[src/rtl/fir_mac_filter_pkg.sv]
// Shared types and constants for the 8-tap FIR MAC engine.
// FIR_SATURATE_EN selects clamping (defined) or two's-complement wrap (default) of the output.
package fir_pkg;

    localparam int NTAPS = 8;
    localparam int DW    = 24;
    localparam int CW    = 16;
    localparam int ACCW  = 43;
    localparam int FRAC  = 15;
    localparam int PW    = DW + CW;
    localparam int KW    = $clog2(NTAPS);

    typedef enum logic [1:0] {IDLE, MAC, DONE} fir_state_t;

    typedef logic signed [DW-1:0]   sample_t;
    typedef logic signed [CW-1:0]   coeff_t;
    typedef logic signed [ACCW-1:0] acc_t;

    // Reduce the already-shifted accumulator to the output sample width.
    function automatic sample_t reduce_result(input acc_t v);
`ifdef FIR_SATURATE_EN
        if (v > acc_t'(2**(DW-1) - 1))
            return {1'b0, {(DW-1){1'b1}}};
        else if (v < acc_t'(-(2**(DW-1))))
            return {1'b1, {(DW-1){1'b0}}};
        else
            return v[DW-1:0];
`else
        return v[DW-1:0];
`endif
    endfunction

endpackage

[src/rtl/fir_mac_filter_if.sv]
// Sample/tap bus between the upstream source, the FIR engine and the sample consumer.
interface fir_mac_filter_if;
    import fir_pkg::*;

    logic [NTAPS*CW-1:0] taps_in;
    logic                in_valid;
    logic                in_ready;
    sample_t             sample_in;
    logic                out_valid;
    sample_t             sample_out;

    modport master (
        output taps_in, in_valid, sample_in,
        input  in_ready, out_valid, sample_out
    );

    modport slave (
        input  taps_in, in_valid, sample_in,
        output in_ready, out_valid, sample_out
    );

endinterface

[src/rtl/fir_mac_filter_mac_unit.sv]
// Single signed multiplier feeding a clearable accumulator; kept separate so the
// multiply maps cleanly onto one DSP block.
module fir_mac_unit
    import fir_pkg::*;
(
    input  logic    clk,
    input  logic    reset,
    input  logic    clear,
    input  logic    en,
    input  sample_t a,
    input  coeff_t  b,
    output acc_t    acc
);

    logic signed [PW-1:0] product;

    assign product = a * b;

    // NOTE: sequential state uses non-blocking assignments so every register
    // samples the pre-edge value, independent of statement order.
    always_ff @(posedge clk) begin
        if (reset || clear)
            acc <= '0;
        else if (en)
            acc <= acc + acc_t'(product);
    end

endmodule

[src/rtl/fir_mac_filter.sv]
// 8-tap FIR: one sample per request, 8 time-shared MAC cycles, registered output pulse.
module fir_mac_filter
    import fir_pkg::*;
(
    input  logic              clk,
    input  logic              reset,
    fir_mac_filter_if.slave   bus
);

    fir_state_t        state, state_next;
    sample_t           xline  [NTAPS];
    coeff_t            taps_q [NTAPS];
    logic [KW-1:0]     k;
    logic              accept, mac_clr, mac_en, in_ready;
    logic              out_valid;
    sample_t           sample_out;
    acc_t              acc;

    assign bus.in_ready   = in_ready;
    assign bus.out_valid  = out_valid;
    assign bus.sample_out = sample_out;

    always_ff @(posedge clk) begin
        if (reset)
            state <= IDLE;
        else
            state <= state_next;
    end

    // NOTE: every output of this block gets a default first, so no path can
    // leave a signal unassigned and infer a latch.
    always_comb begin
        state_next = state;
        in_ready   = 1'b0;
        accept     = 1'b0;
        mac_clr    = 1'b0;
        mac_en     = 1'b0;
        case (state)
            IDLE: begin
                in_ready = !reset;
                accept   = bus.in_valid && !reset;
                if (accept) begin
                    mac_clr    = 1'b1;
                    state_next = MAC;
                end
            end
            MAC: begin
                mac_en = 1'b1;
                if (k == KW'(NTAPS-1))
                    state_next = DONE;
            end
            DONE:    state_next = IDLE;
            default: state_next = IDLE;
        endcase
    end

    // NOTE: the delay line is reset explicitly because an aborted computation
    // must not leak old samples into the next result.
    always_ff @(posedge clk) begin
        if (reset) begin
            for (int i = 0; i < NTAPS; i++) begin
                xline[i]  <= '0;
                taps_q[i] <= '0;
            end
            k          <= '0;
            out_valid  <= 1'b0;
            sample_out <= '0;
        end else begin
            out_valid <= 1'b0;
            if (accept) begin
                xline[0] <= bus.sample_in;
                for (int i = NTAPS-1; i > 0; i--)
                    xline[i] <= xline[i-1];
                for (int i = 0; i < NTAPS; i++)
                    taps_q[i] <= coeff_t'(bus.taps_in[(NTAPS-1-i)*CW +: CW]);
                k <= '0;
            end
            if (mac_en)
                k <= k + 1'b1;
            if (state == DONE) begin
                sample_out <= reduce_result(acc >>> FRAC);
                out_valid  <= 1'b1;
            end
        end
    end

    fir_mac_unit u_mac (
        .clk   (clk),
        .reset (reset),
        .clear (mac_clr),
        .en    (mac_en),
        .a     (xline[k]),
        .b     (taps_q[k]),
        .acc   (acc)
    );

endmodule

[src/flat_wrapper.sv]
// flat-port wrapper written by rule: the top's interface ports become plain ports
module fir_mac_filter_flat import fir_pkg::*;
  (clk, reset, bus_taps_in, bus_in_valid, bus_sample_in, bus_in_ready, bus_out_valid, bus_sample_out);
  fir_mac_filter_if bus_i ();
  input  logic clk;
  input  logic reset;
  input wire logic [$bits(bus_i.taps_in)-1:0] bus_taps_in;
  input wire logic [$bits(bus_i.in_valid)-1:0] bus_in_valid;
  input wire logic [$bits(bus_i.sample_in)-1:0] bus_sample_in;
  output wire logic [$bits(bus_i.in_ready)-1:0] bus_in_ready;
  output wire logic [$bits(bus_i.out_valid)-1:0] bus_out_valid;
  output wire logic [$bits(bus_i.sample_out)-1:0] bus_sample_out;
  assign bus_i.taps_in = bus_taps_in;
  assign bus_i.in_valid = bus_in_valid;
  assign bus_i.sample_in = bus_sample_in;
  assign bus_in_ready = bus_i.in_ready;
  assign bus_out_valid = bus_i.out_valid;
  assign bus_sample_out = bus_i.sample_out;
  fir_mac_filter u_core (.clk(clk), .reset(reset), .bus(bus_i));
endmodule
[config.mk]
export PLATFORM = sky130hd
export DESIGN_NAME = fir_mac_filter_flat
export DESIGN_NICKNAME = d
export VERILOG_FILES = /design/src/rtl/fir_mac_filter_pkg.sv /design/src/rtl/fir_mac_filter_if.sv /design/src/rtl/fir_mac_filter_mac_unit.sv /design/src/rtl/fir_mac_filter.sv /design/src/flat_wrapper.sv
export SDC_FILE = /design/constraint.sdc
export NUM_CORES = 2
export LEC_CHECK = 0
export ABC_CLOCK_PERIOD_IN_PS = 15250
export CAP_MARGIN = 20
export CORE_MARGIN = 3
export CORE_UTILIZATION = 50
export CTS_CLUSTER_SIZE = 8
export DETAILED_ROUTE_END_ITERATION = 8
export GPL_ROUTABILITY_DRIVEN = 0
export PLACE_DENSITY = 0.69
export RECOVER_POWER = 50
export SLEW_MARGIN = 20
export SYNTH_ARGS = -nofsm -noshare
export SYNTH_HDL_FRONTEND = slang
export SYNTH_SLANG_ARGS = --single-unit
export TNS_END_PERCENT = 100
[constraint.sdc]
create_clock -name clk -period 15.25 [get_ports clk]
set_clock_uncertainty 0.1 [all_clocks]
set_input_delay 2.2875 -clock clk [delete_from_list [all_inputs] [get_ports clk]]
set_output_delay 2.2875 -clock clk [all_outputs]
set_load 0.01 [all_outputs]
==> flow_summary_export.csv <==
group,metric,value,unit
clocking,hold_buffers,0,
flow_run,drv_cap,2,
timing,timing.slew.headroom,-112,%
timing,max_freq,106,MHz
critical_path,cp-start-kind,"flip-flop",
cells_and_area,drive_gt1_share,7.33,%
timing,setup_violations,0,
clocking,cts_tree,"yes",
detailed_routing,detail_route.iter0.violations,2049,
timing,maxSlewViolCount,105,
cells_and_area,syn_to_final_growth,12.5,%
timing,hold_slack,348,ps
detailed_routing,wirelength,74300,um
critical_path,crit_top_cell,"fa_1",
yosys,syn_inst,2821,
yosys,synth_top_cell_area_share,30.6,%
die,fp.dieH,257,um
critical_path,cp-end-kind,"flip-flop",
yosys,synth_top_area_cell,"edfxtp_1",
die,die_w,257,um
critical_path,worstSetupPathType,"flip-flop to flip-flop",
yosys,netlist_area,31400,um^2
timing,rsz0062_at_grt,"false",
timing,period_share,61.7,%
status,outcome,"complete, but fails checks",
die,start_util,50.7,%
die,fp-row-count,91,
yosys,synth-seq-cells,392,
yosys,synth.yosys.seq_area_share,35.2,%
clocking,cts_setup_buffers,0,
critical_path,path_cells,"buf_4 > mux4_2 > mux2i_1 > nor2_1 > fa_1 > inv_1 > fa_1 > fa_1 > fa_1 > inv_1 > fa_1 > inv_1 > fa_1 > inv_1 > ha_1 > nand2_1 > o31ai_1 > a31oi_1 > o41ai_1 > o41ai_1 > nand2b_1 > mux2i_1 > a21oi_1",
clocking,cts_root_buf,"clkbuf_16",
placed_design,port_buffers,180,
clocking,clock_sinks,392,
yosys,mappedNetlistNets,3494,
yosys,synth_ff_type,"edfxtp_1",
timing,setup_tns,0,ps
grt,grt_pass1_wl,121000,um
placed_design,dp_hpwl,53900,um
cells_and_area,nNetsFinal,3595,
clocking,htreeDepth,2,
detailed_routing,vias,20949,
critical_path,path_max_fanout,47,
detailed_routing,via_per_inst,5.56,
clocking,clk_pin_slew,50,ps
critical_path,r2r_cells,23,
power,ir_worst_vdd,0.150,mV
hold_path,hold_path.class,"flip-flop to flip-flop",
detailed_routing,drt-wirelength-per-cell,19.7,um
critical_path,reg2reg_slack,5850,ps
timing,hold_viol,0,
die,pin_count,181,
critical_path,timing.rr.end,"u_core.u_mac.acc[38]",
yosys,synth_commonest_cells,"inv_1 (483), fa_1 (405), edfxtp_1 (320)",
yosys,synth-edff-count,320,
die,core_area,61900,um^2
timing,worst_slew_pin_slew,3170,ps
cells_and_area,post-route-util,57.1,%
grt,grt-ovfl-total,0,
clocking,clockBufferDepth,3,
clocking,cts_made_buffers,55,
yosys,synth.distinct_cells,58,
power,p_leak,16.2,nW
critical_path,critical_path_required,15570,ps
cells_and_area,diodes,0,
detailed_routing,drcViolationCount,0,
grt,grt_max_degree,253,
detailed_routing,antenna_left,0,
yosys,synth.most_common_cell,"inv_1",
detailed_routing,drt_first_pass_iters,6,
grt,grt_pass1_vias,22155,
hold_path,worstHoldPathCells,2,
power,power.density,194,nW/um^2
yosys,yosys_warnings,0,
yosys,synthArstFlopShare,0,%
critical_path,slowest_delay,840,ps
status,failed_checks,"capacitance limit, slew limit",
hold_path,min_to,"u_core.bus.sample_out[14]",
timing,period_minus_slack,9400,ps
hold_path,min-delay-start,"u_core.bus.sample_out[14]",
grt,antenna_found_initial,1,
critical_path,slowest_stage,"buf_4",
grt,grtUsageTotal,23.0,%
yosys,postSynthAreaPerCell,11.1,um^2
yosys,synth_top_cells_by_area,"edfxtp_1 (31%), fa_1 (26%), and3_1 (5.8%)",
clocking,cts-resized-gates,0,
clocking,clock_latency,600,ps
critical_path,cp.arrival,9730,ps
die,dieArea,65900,um^2
cell type report:
| type | instances | area (um^2) |
|---|---|---|
| clock buffer | 67 | 1450 |
| sequential | 392 | 11100 |
| inverter | 492 | 1850 |
| timing repair buffer | 200 | 1960 |
| tap | 837 | 1050 |
| fill | 5138 | 26600 |
| clock inverter | 2 | 60.1 |
| multi-input combinational | 1781 | 17900 |
layer usage:
| metal | GRT usage, % | up-vias | share of wire, % |
|---|---|---|---|
| li1 | - | 9361 | - |
| met1 | 33.4 | 10485 | 44 |
| met2 | 35.4 | 938 | 45 |
| met3 | 4.54 | 165 | 8.2 |
| met4 | 6.65 | 0 | 2.9 |
| met5 | 0 | - | 0 |
cell usage in the layout, fill, tap and decap left out, types with 56 or more instances in the layout:
cell type / instances
inv_1: 483
fa_1: 405
edfxtp_1: 320
nand2_1: 319
and3_1: 290
nor2_1: 155
clkdlybuf4s50_1: 153
ha_1: 113
a21oi_1: 79
mux4_2: 78
dfxtp_1: 69
clkbuf_16: 56
where the power goes:
group          switching [W]  leakage, nW  internal [W]  total (W)
clock               0.000440        0.732      0.000657    0.00110
sequential         0.0000458         3.97       0.00125    0.00130
combinational        0.00257         11.5       0.00189    0.00446
total                0.00305         16.2       0.00380    0.00685
worst max-delay path by stage:
| stage | startpoint | end | slack (ps) | depth (start not counted) |
|---|---|---|---|---|
| floorplan | reset | u_core.taps_q[0][0] | 2380 | 7 |
| global placement | flip-flop | u_core.u_mac.acc[32] | 5800 | 24 |
| detailed placement | flip-flop | u_core.u_mac.acc[38] | 5710 | 23 |
| CTS | flip-flop | u_core.u_mac.acc[38] | 5680 | 23 |
| global route | flip-flop | u_core.u_mac.acc[38] | 5310 | 25 |
| finish | flip-flop | u_core.u_mac.acc[38] | 5850 | 23 |
critical path, delay by kind of cell (launching register included):
family	cells	cell delay (ps)
buffers and inverters	5	1040
AND/OR/NAND/NOR	3	480
adder cells (fa/ha/maj)	7	3350
AO/OA/AOI/OAI	5	1810
multiplexers	3	1600
flip-flops	1	780
cell families after synthesis:
| logic type | count (synthesis) | synth area share (%) |
|---|---|---|
| AO/OA/AOI/OAI | 163 | 3.14 |
| XOR/XNOR | 37 | 1.03 |
| multiplexers | 143 | 8.04 |
| buffers and inverters | 648 | 7.83 |
| adder cells (fa/ha/maj) | 518 | 30.3 |
| AND/OR/NAND/NOR | 920 | 14.5 |
| flip-flops | 392 | 35.2 |
metrics by stage:
stage                     instances  setup WS (ps)  area (um^2)  power [W]
final                          3771           5850        35400    0.00685
after floorplan                2821           2380        31400    0.00476
after global placement         3702           5800        33800    0.00558
after CTS                      3771           5680        35400    0.00683
after detailed placement       3702           5710        33800    0.00571
after global routing           3771           5310        35400    0.00755
state kept, by name, indices dropped and copies added, names as in the netlist, named ones only:
name and flops:
u_core.bus.out_valid 1, u_core.bus.sample_out 24, u_core.k 3, u_core.state 2, u_core.taps_q 128, u_core.u_mac.acc 39
u_core.xline 192
Power figures use the tool's default switching activity.
